File: src/rtl/timer_dev_pkg.sv
// ---------------------------------------------------------------------------
// timer_dev_pkg
// Shared constants for the timer device: register offsets (word index taken
// from addr[3:2]), CTRL bit positions, mode codes, FSM state encoding and the
// device base addresses used by the system-level bus decoder.
// ---------------------------------------------------------------------------
package timer_dev_pkg;

   // Register offsets as word index (byte offsets 0x0 / 0x4 / 0x8 / 0xC)
   localparam logic [1:0] OFF_CTRL     = 2'b00;
   localparam logic [1:0] OFF_PRESET   = 2'b01;
   localparam logic [1:0] OFF_COUNT    = 2'b10;
   localparam logic [1:0] OFF_RESERVED = 2'b11;

   // CTRL bit positions
   localparam int CTRL_EN_BIT  = 0;
   localparam int CTRL_MODE_LO = 1;
   localparam int CTRL_MODE_HI = 2;
   localparam int CTRL_IM_BIT  = 3;
   localparam int CTRL_WIDTH   = 4;

   // Mode codes; 10 and 11 behave as one-shot
   localparam logic [1:0] MODE_ONESHOT = 2'b00;
   localparam logic [1:0] MODE_RELOAD  = 2'b01;

   // Device base addresses, decoded outside timer_dev
   localparam logic [31:0] TIMER0_BASE = 32'h0000_7f00;
   localparam logic [31:0] TIMER1_BASE = 32'h0000_7f10;

   typedef enum logic [1:0] {
      ST_IDLE = 2'd0,
      ST_LOAD = 2'd1,
      ST_CNT  = 2'd2,
      ST_INT  = 2'd3
   } timerState_e;

   // Saturating decrement: the count never wraps below zero
   function automatic logic [31:0] decCount(input logic [31:0] value);
      return (value > 32'd1) ? (value - 32'd1) : 32'd0;
   endfunction

endpackage

File: src/rtl/timer_dev.sv
// ---------------------------------------------------------------------------
// timer_dev
// Memory-mapped down-counting timer with a level interrupt. One instance per
// timer (Timer0 at 0x7f00, Timer1 at 0x7f10); only the offset bits addr[3:2]
// are decoded here.
//
// Ports
//   clk    in   1   clock, all state updates on the rising edge
//   reset  in   1   synchronous active-high reset
//   addr   in  30   word address [31:2]; [3:2] select CTRL/PRESET/COUNT
//   we     in   1   write enable from the bus bridge
//   din    in  32   write data
//   dout   out 32   read data, combinational from addr
//   irq    out  1   interrupt request = IM & irq flag
//
// Build option
//   TIMER_AUTORELOAD_EN  when defined, Mode 01 reloads automatically after
//                        each expiry and pulses irq for one cycle. When not
//                        defined the Mode bits are stored and readable but
//                        every mode behaves as one-shot.
// ---------------------------------------------------------------------------
module timer_dev
   import timer_dev_pkg::*;
(
   input  logic        clk,
   input  logic        reset,
   input  logic [31:2] addr,
   input  logic        we,
   input  logic [31:0] din,
   output logic [31:0] dout,
   output logic        irq
);

   logic [CTRL_WIDTH-1:0] r_ctrl;
   logic [31:0]           r_preset;
   logic [31:0]           r_count;
   logic                  r_irqFlag;
   timerState_e           r_state;

   logic [1:0] w_off;
   logic       w_ctrlWrite;
   logic       w_presetWrite;
   logic       w_enable;
   logic       w_reload;
   logic       w_unusedAddr;

   // Bus decode; upper address bits belong to the system decoder
   assign w_off         = addr[3:2];
   assign w_unusedAddr  = ^addr[31:4];
   assign w_ctrlWrite   = we && (w_off == OFF_CTRL);
   assign w_presetWrite = we && (w_off == OFF_PRESET);
   assign w_enable      = r_ctrl[CTRL_EN_BIT];

   // Auto-reload only exists when the build option is enabled
`ifdef TIMER_AUTORELOAD_EN
   assign w_reload = (r_ctrl[CTRL_MODE_HI:CTRL_MODE_LO] == MODE_RELOAD);
`else
   assign w_reload = 1'b0;
`endif

   // Register file and control FSM. The CTRL bus write is placed after the
   // FSM so that, on the same edge, it overrides the FSM clearing Enable and
   // always clears the irq flag. A PRESET write only changes r_preset, so a
   // running count is unaffected until the next LOAD.
   always_ff @(posedge clk) begin
      if (reset) begin
         r_ctrl    <= '0;
         r_preset  <= 32'd0;
         r_count   <= 32'd0;
         r_irqFlag <= 1'b0;
         r_state   <= ST_IDLE;
      end else begin
         if (w_presetWrite) begin
            r_preset <= din;
         end

         case (r_state)
            ST_IDLE: begin
               if (w_enable) begin
                  r_state <= ST_LOAD;
               end
            end
            ST_LOAD: begin
               r_count <= r_preset;
               r_state <= ST_CNT;
            end
            ST_CNT: begin
               if (!w_enable) begin
                  r_state <= ST_IDLE;
               end else if (r_count > 32'd1) begin
                  r_count <= decCount(r_count);
               end else begin
                  r_count   <= 32'd0;
                  r_irqFlag <= 1'b1;
                  r_state   <= ST_INT;
               end
            end
            ST_INT: begin
               if (w_reload) begin
                  r_irqFlag <= 1'b0;
               end else begin
                  r_ctrl[CTRL_EN_BIT] <= 1'b0;
               end
               r_state <= ST_IDLE;
            end
            default: begin
               r_state <= ST_IDLE;
            end
         endcase

         if (w_ctrlWrite) begin
            r_ctrl    <= din[CTRL_WIDTH-1:0];
            r_irqFlag <= 1'b0;
         end
      end
   end

   // Read mux; the reserved offset and CTRL upper bits read as zero
   always_comb begin
      dout = 32'd0;
      case (w_off)
         OFF_CTRL:     dout = {{(32-CTRL_WIDTH){1'b0}}, r_ctrl};
         OFF_PRESET:   dout = r_preset;
         OFF_COUNT:    dout = r_count;
         OFF_RESERVED: dout = 32'd0;
         default:      dout = 32'd0;
      endcase
   end

   // Interrupt is the masked flag
   assign irq = r_ctrl[CTRL_IM_BIT] & r_irqFlag;

endmodule

File: config.mk
export PLATFORM = sky130hd
export DESIGN_NAME = timer_dev
export DESIGN_NICKNAME = d
export VERILOG_FILES = /design/src/rtl/timer_dev_pkg.sv /design/src/rtl/timer_dev.sv
export SDC_FILE = /design/constraint.sdc
export NUM_CORES = 1
export LEC_CHECK = 0
export ABC_AREA = 0
export ABC_CLOCK_PERIOD_IN_PS = 3750
export CORE_UTILIZATION = 56
export CTS_BUF_LIST = sky130_fd_sc_hd__clkbuf_4
export DETAILED_ROUTE_END_ITERATION = 10
export GPL_ROUTABILITY_DRIVEN = 1
export PLACE_DENSITY_LB_ADDON = 0.3
export SYNTH_ARGS = -nofsm -noshare
export SYNTH_HDL_FRONTEND = slang
export SYNTH_SLANG_ARGS = --single-unit
File: constraint.sdc
create_clock -name clk -period 3.75 [get_ports clk]
set_input_delay 0.9375 -clock clk [delete_from_list [all_inputs] [get_ports clk]]
set_output_delay 0.9375 -clock clk [all_outputs]
set_load 0.01 [all_outputs]
**Word-level counts from Yosys, hierarchy flattened**

Index checks and enable logic that the tools add are counted.

- Register bits after elaboration: 71
- Output and inout bits: 33
- Input bits: 65
- Logic and storage cells: 39

- Muxes and demuxes: 10
- Equal/unequal tests: 9
- Reduce and logical (&&, ||, !) cells: 10
- Bitwise gates (word level): 2
- Add/sub/neg operators: 1
- Magnitude comparators: 1

Operators by type and width:

| kind | count |
|---|---|
| 32-bit case mux with 4 select lines | 1 |
| 32-bit 2-to-1 mux | 2 |
| 32-bit case mux with 2 select lines | 1 |
| 32-bit by 1-bit greater-than comparator with 1-bit output, second input constant | 1 |
| 32-bit by 1-bit subtractor with 32-bit output, second input constant | 1 |
| 2-bit equality test, second input constant | 4 |
| 2-bit case mux with 4 select lines | 1 |
| 2-bit 2-to-1 mux | 3 |
| 2-bit by 1-bit equality test with 1-bit output, second input constant | 2 |
| 2-bit logical NOT | 2 |
| 2-bit inequality test, second input constant | 2 |
| 2-bit AND reduction | 2 |
| 2-bit nonzero test | 2 |
| 3-bit inequality test, second input constant | 1 |
| 3-bit AND reduction | 1 |
| 1-bit logical AND | 2 |
| 1-bit 2-to-1 mux | 2 |
| 2-bit OR reduction | 1 |
| 1-bit bitwise AND | 1 |
| 1-bit inverter | 1 |

**Longest topological paths before layout**

Gate-level depths: netlist of run 1.

- Word-level depth: 4
- Gate-level depth with buffers: 8
- Mapped depth without buffers: 7

**Worst setup path after synthesis of run 1**

OpenSTA, ideal clock, no wires.

- Kind: input to output
- Start point: in addr[3] (netlist bit)
- End point: out dout[10]
- Stages on the path: 5
- Path buffers: 3
- Setup slack: 0.654 ns
- Data required time: 2.812 ns
- Arrival time: 2.158 ns
- Cells stage by stage: clkbuf_1 nor2b_1 clkbuf_1 buf_1 a22o_1

- Longest elaborated chain between the ends: 2
- Elaborated cells between the ends (all ways): 5
- Classes of those cells: eq/ne (3); mux (1); reduce/logical (1)

Ends and longest elaborated chain:

| what | line | RTL |
|---|---|---|
| start: declaration | timer_dev.sv:27 | `input logic [31:2] addr,` |
| 2-bit equality test (tied with other cells) | timer_dev.sv:121 | `case (w_off)` |
| 32-bit case mux with 4 select lines (*) | timer_dev.sv:121 |  |
| end: declaration | timer_dev.sv:30 | `output logic [31:0] dout,` |

Mark *: on every way between the ends. The rest lies on a longest branch, timed or not.

**Worst setup path after layout of run 1**

- Start point: in addr[3] (netlist bit)
- End point: out dout[16]

Same word-level chain as after synthesis.

==> metrics.txt, run 1 <==
via count=roughly 4,200; clk root buf=clkbuf_4; ys async rst share=0%; Int Pwr=1.13 mW; CP most frequent cell=clkdlybuf4s50_1; Buf+Inv Stages, Crit Path=3; Worst Setup End Kind=output port; CP startpoint kind=input port; DRC Markers=0; depth of the CTS H-tree=3; worst-margin pin slew=0.802 ns; Final ANT Viol Nets=0; placer congestion estimate=0.845; number of flops mapped to enable cells by yosys=0; count of input and output buffers=69; Overflow after GRT=0; max-capacitance violation count=0; part of the cycle the worst path needs=between 90% and 100%; Peak VDD IR=0.000224 V; synth unique cells=59; Netlist Area Pre-Place=0.00404 mm^2; num rows=30; Cell Pwr Density=326 mW/mm^2; setup TNS=0 ns; Post-DP HPWL=8130 um; Final Util=71.9%; clock share of power=31.0%; Cell Area, Placed=0.00480 mm^2; Worst slew margin=46.4%; Ports=98; Hold EP=r_preset[23]; full die area=around 0.0076 mm^2; number of gates resized after cts=0; Max Slew Vio Count=0; # diodes=0; CP cell instances=clkdlybuf4s50_1, nor2b_2, buf_12, a22o_1, clkdlybuf4s50_1; CTS tree=yes; Power Total=1.61 mW; Hold Buf Count CTS=0; Hold Path Depth=2; Die X=87.0 um; reg2reg end=r_count[27]; Synth Flop Type=dfxtp_1; Final nets=640; DRT Pass-1 Iters=5; Routed WL=roughly 12,000 um; Clock transition at path regs=0.12 ns; Logic pwr share=roughly a fifth; net load switching power=483 uW; largest area contributor in the synthesized netlist=dfxtp_1; Routed wire per std cell=17.5 um; gr usage total=32.6%; Ys Warns=0; RSZ-0062 raised after global routing=no; Mapped Cells=between 500 and 600; Required @ worst endpoint=2.81 ns; synthesis-to-layout area growth=22.1%; largest net degree at the start of global routing=49; Seq pwr share=between 50% and 60%; syn_nets=591; hold_ws=0.479 ns; mean post-synth cell area=slightly below 8 um^2; cts bufs inserted=9; worst hold-check path type=reg -> reg; CP Max Fanout=28; Synth area leaders=dfxtp_1 35%, nand2_1 8.7%, a21oi_1 7.3%; Seq cells post-synth=71; slowest CP cell=clkdlybuf4s50_1; layout cells sized above 1=9.17%; # setup viols final=0; Clk Latency, worst-skew pair=0.42 ns; initial antenna violation count=0; fin crit period=3.69 ns; run status=completed; Reg2Reg Depth=8; Critical Path AT=2.76 ns; vias in the first global route=~3,900; setup bufs post-CTS=0; post-synthesis sequential area ratio=35.1%; fin area=0.00494 mm^2; CP delay by family, top=buffers and inverters; Fin. Hold Viols=0; clock skew=0.0131 ns; Max Fclk=between 200 and 300 MHz; core area=0.00687 mm^2; FF-to-FF setup slack=1.09 ns; R2R Path Start=r_count[0]; crit-path max cell delay=0.61 ns; path type of the worst setup path=in -> out; Die Ht=87.0 um; leakage=1.74 nW; # clock sinks=71; Detailed Route Iter0 Violations=463; Max clock buf depth=2; Vias/cell=about 6.3; first-pass GRT wire length=19,100 um; hold_sp=r_preset[23]; switching share of power=30.0%; Synth top area share=35.1%; Starting Density=58.9%
cells in the final DEF (no fill, tap or decap), drive strengths merged, types with 3 or more instances in the layout:
cell	netlist	routed
and4	3	3
a221oi	4	4
o21ai	48	48
nand2b	5	5
or2	3	3
nand2	94	94
clkbuf	32	12
clkdlybuf4s50	0	68
a22o	28	28
buf	13	15
a21oi	59	59
nor4	13	13
nor2b	4	4
dfxtp	71	71
nor3	10	10
or4	6	6
a2111oi	4	4
inv	8	8
o31a	5	5
nor2	35	35
nand4	4	4
a211oi	18	18
a31oi	5	5
mux2i	8	8
o31ai	7	7
nand3	8	8
how the worst max path moves through the flow:
stage | startpoint | endpoint | cells after the start
after floorplan | addr[3] | dout[10] | 5
after global placement | addr[3] | dout[16] | 5
after detailed placement | addr[3] | dout[16] | 5
after CTS | addr[3] | dout[16] | 5
after global routing | addr[3] | dout[16] | 5
final | addr[3] | dout[16] | 5
layout make-up:
type	instances	area, um^2
Multi-Input combinational cell	400	2400
Fill cell	546	1930
Sequential cell	71	1420
Timing Repair Buffer	83	828
Tap cell	96	120
Clock buffer	12	90.1
Clock inverter	4	46.3
Inverter	8	30.0
worst register-to-register path, stage by stage (launching register included):
cell and delay [ns]:
dfxtp_1 0.48, inv_1 0.12, ha_1 0.27, nor2_1 0.12, nor4_1 0.07, a31oi_1 0.62, buf_4 0.36, a21oi_1 0.11
a2111oi_1 0.38
power groups by stage:
stage / clock [mW] / combinational [mW] / sequential (mW)
after CTS: 0.499 / 0.300 / 0.802
after global placement: 0 / 0.290 / 0.818
after global routing: 0.527 / 0.332 / 0.806
final: 0.499 / 0.306 / 0.803
after floorplan: 0 / 0.200 / 0.807
after detailed placement: 0 / 0.297 / 0.819
synth_stat cells, types with 2 or more instances:
cell	n
inv_1	8
nor3_2	3
nand2b_1	5
nand3b_1	2
a211oi_1	18
nor2b_1	4
buf_4	3
ha_1	2
a221oi_1	4
nand4_1	4
nor2_1	34
or4_4	2
o21bai_1	2
nor4_1	8
nand2_1	94
nand3_2	2
a2111oi_1	3
or2_2	3
o31a_1	5
mux2i_1	8
o31ai_1	6
nor3_1	7
a31oi_1	5
o21a_1	2
clkbuf_1	32
or4_1	4
nor4_4	4
dfxtp_1	71
a21oi_1	59
o41ai_1	2
a22o_1	28
and2_1	2
nand3_1	6
o21ai_0	43
buf_2	8
and4_1	3
o21ai_1	5
o41a_1	2
registers in the layout (all words and copies together), names as in the netlist:
name and flops:
r_count 32, r_preset 32, r_ctrl 4, r_state 2, r_irqFlag 1
metrics by stage:
step / cells / setup slack (ns)
floorplan: 524 / 0.654
global placement: 658 / 0.0786
detailed placement: 658 / 0.0992
CTS: 674 / 0.0773
global route: 674 / 0.0200
finish: 674 / 0.0558
kinds of logic (layout without fill, tap and decap cells):
family,count (synthesis),after routing,share of synthesized area [%]
and+or+nand+nor,197,197,25.5
AOI/OAI and AO/OA,192,192,30.9
DFF,71,71,35.1
buffers and inverters,53,107,5.63
muxes,8,8,1.98
adders and majority gates,2,2,0.619
xor gates and xnor gates,1,1,0.217
per-layer routing:
layer | track usage (%) | vias to the layer above | wire length, um
li1 | - | 2021 | -
met1 | 45.2 | 1976 | 5270
met2 | 49.5 | 209 | 5320
met3 | 6.35 | 25 | 997
met4 | 13.3 | 0 | 230
met5 | 0 | - | 0
Note: power is estimated with default switching activity, not from simulation.
==> run 2, diff against run 1 <==
--- a/config.mk
+++ b/config.mk
@@ -11,7 +11,8 @@
 export CTS_BUF_LIST = sky130_fd_sc_hd__clkbuf_4
 export DETAILED_ROUTE_END_ITERATION = 10
 export GPL_ROUTABILITY_DRIVEN = 1
-export PLACE_DENSITY_LB_ADDON = 0.3
+export PLACE_DENSITY = 0.93
 export SYNTH_ARGS = -nofsm -noshare
 export SYNTH_HDL_FRONTEND = slang
 export SYNTH_SLANG_ARGS = --single-unit
+export TNS_END_PERCENT = 30
==> run 2 against run 1 <==
- register-to-register slack worse by 0.17 ns
- combinational power hardly changed
- final area is 0.30% lower
- die area stayed put
- routed wire length hardly changed
- first-iteration DRC count is 22% higher
- sequential power hardly changed
- clock power is 1% lower
- total power is 0.37% lower
- largest cell class unchanged
==> metrics.txt, run 2 (synthesis results as in run 1) <==
Hold Buf Count CTS=0; full die area=0.00756 mm^2; Critical Path AT=2.72 ns; Overflow after GRT=0; Max Slew Vio Count=0; RSZ-0062 raised after global routing=no; Starting Density=58.9%; CP Max Fanout=28; Required @ worst endpoint=2.81 ns; core area=0.00687 mm^2; Ports=98; R2R Path Start=r_count[0]; # clock sinks=71; CP startpoint kind=input port; biggest regs=r_count (32), r_preset (32), r_ctrl (4); Fin. Hold Viols=0; Die X=87.0 um; initial antenna violation count=0; Cell Area, Placed=0.00478 mm^2; part of the cycle the worst path needs=between 90% and 100%; Fill cells=506; Routed WL=approximately 12,000 um; Vias/cell=6.41; gr usage total=roughly 32%; setup TNS=0 ns; most common cell after layout, fill and taps aside=nand2_1; Die Ht=87.0 um; count of input and output buffers=just under 70; synthesis-to-layout area growth=21.7%; depth of the CTS H-tree=3; Clock transition at path regs=0.13 ns; Max Fclk=273 MHz; run status=completed; Sequential Area=0.00142 mm^2; commonest cells after routing, fill and taps aside=94 x nand2_1, 71 x dfxtp_1, 67 x clkdlybuf4s50_1; Post-DP HPWL=8270 um; Peak VDD IR=roughly 0.00022 V; num rows=30; Clk Latency, worst-skew pair=between 0.4 and 0.5 ns; Final ANT Viol Nets=0; Power Total=1.60 mW; Worst slew margin=between 10% and 20%; placer congestion estimate=0.878; DRC Markers=0; largest net degree at the start of global routing=35; multi-input logic area=0.00240 mm^2; Routed wire per std cell=17.5 um; DRT Pass-1 Iters=6; Detailed Route Iter0 Violations=565; layout cells sized above 1=9.01%; clock skew=0.0178 ns; # setup viols final=0; clk root buf=clkbuf_4; Max clock buf depth=2; first-pass GRT wire length=18,900 um; worst-margin pin slew=between 1 and 1.5 ns; hold_sp=r_preset[26]; fin area=0.00492 mm^2; fin crit period=3.66 ns; path type of the worst setup path=in -> out; Final nets=639; Cell Pwr Density=between 300 and 400 mW/mm^2; worst hold-check path type=reg -> reg; leakage=1.75 nW; vias in the first global route=3,886; CTS tree=yes; cts bufs inserted=9; via count=4,323; max-capacitance violation count=0; Critical Path Start=addr[3]; Worst Setup End Kind=output port
run 2: changes by cell type in the layout (fill, tap and decap cells not counted), sizes merged:
cell	before	now
diode	0	1
clkbuf	12	10
clkdlybuf4s50	68	67
dlymetal6s2s	0	1
clkinv	2	5
clkinvlp	1	0
buf	15	14
run 2: per-stage QoR:
step	instances	utilization [%]	hold WS, ns	setup WS, ns
2_1_floorplan	524	-	0.446	0.654
3_3_place_gp	657	69.6	0.458	0.0979
3_5_place_dp	657	69.6	0.467	0.0523
4_1_cts	673	71.6	0.485	0.0479
5_1_grt	673	71.6	0.509	0.0331
6_report	674	71.6	0.489	0.0886
run 2: where the power goes:
| part | leakage [nW] | total (mW) | switching, mW | internal [mW] |
|---|---|---|---|---|
| clock network | 0.0778 | 0.493 | 0.284 | 0.209 |
| registers | 0.575 | 0.805 | 0.0299 | 0.775 |
| logic | 1.09 | 0.304 | 0.179 | 0.125 |
run 2: layout make-up:
cell class              count  share of cell area [%]
diodes                      1                  0.0509
inverters                   8                   0.610
clock inverters             6                    1.25
multi-input cells         400                    48.8
clock buffers              10                    1.53
flip-flops and latches     71                    28.9
well taps                  96                    2.44
repair buffers             82                    16.5
run 2: what timing repair did:
item | CTS | global route
resized for setup | 0 | 1
endpoints found under the setup margin | 0 | 4
setup buffers | 0 | 0
run 2: worst max-delay path, cell delays in order:
cell and delay (ns):
clkdlybuf4s50_1 0.61, nor2b_2 0.24, buf_12 0.20, a22o_1 0.19
clkdlybuf4s50_1 0.54
run 2: path summary, 6_finish.rpt:
check                      end  slack (ns)  cells past startpoint
setup reg to reg   r_count[17]        0.92                      8
hold / removal    r_preset[26]        0.49                      2
setup / recovery      dout[18]        0.09                      5
hold reg to reg   r_preset[26]        0.49                      2
run 2: per-layer routing:
layer  up-vias  track usage (%)  wire length [um]
li1       2029                -                 -
met2       276             48.4              5270
met3        48             3.98              1140
met1      1970             45.5              5030
met4         0             15.0               365
met5         -                0                 0
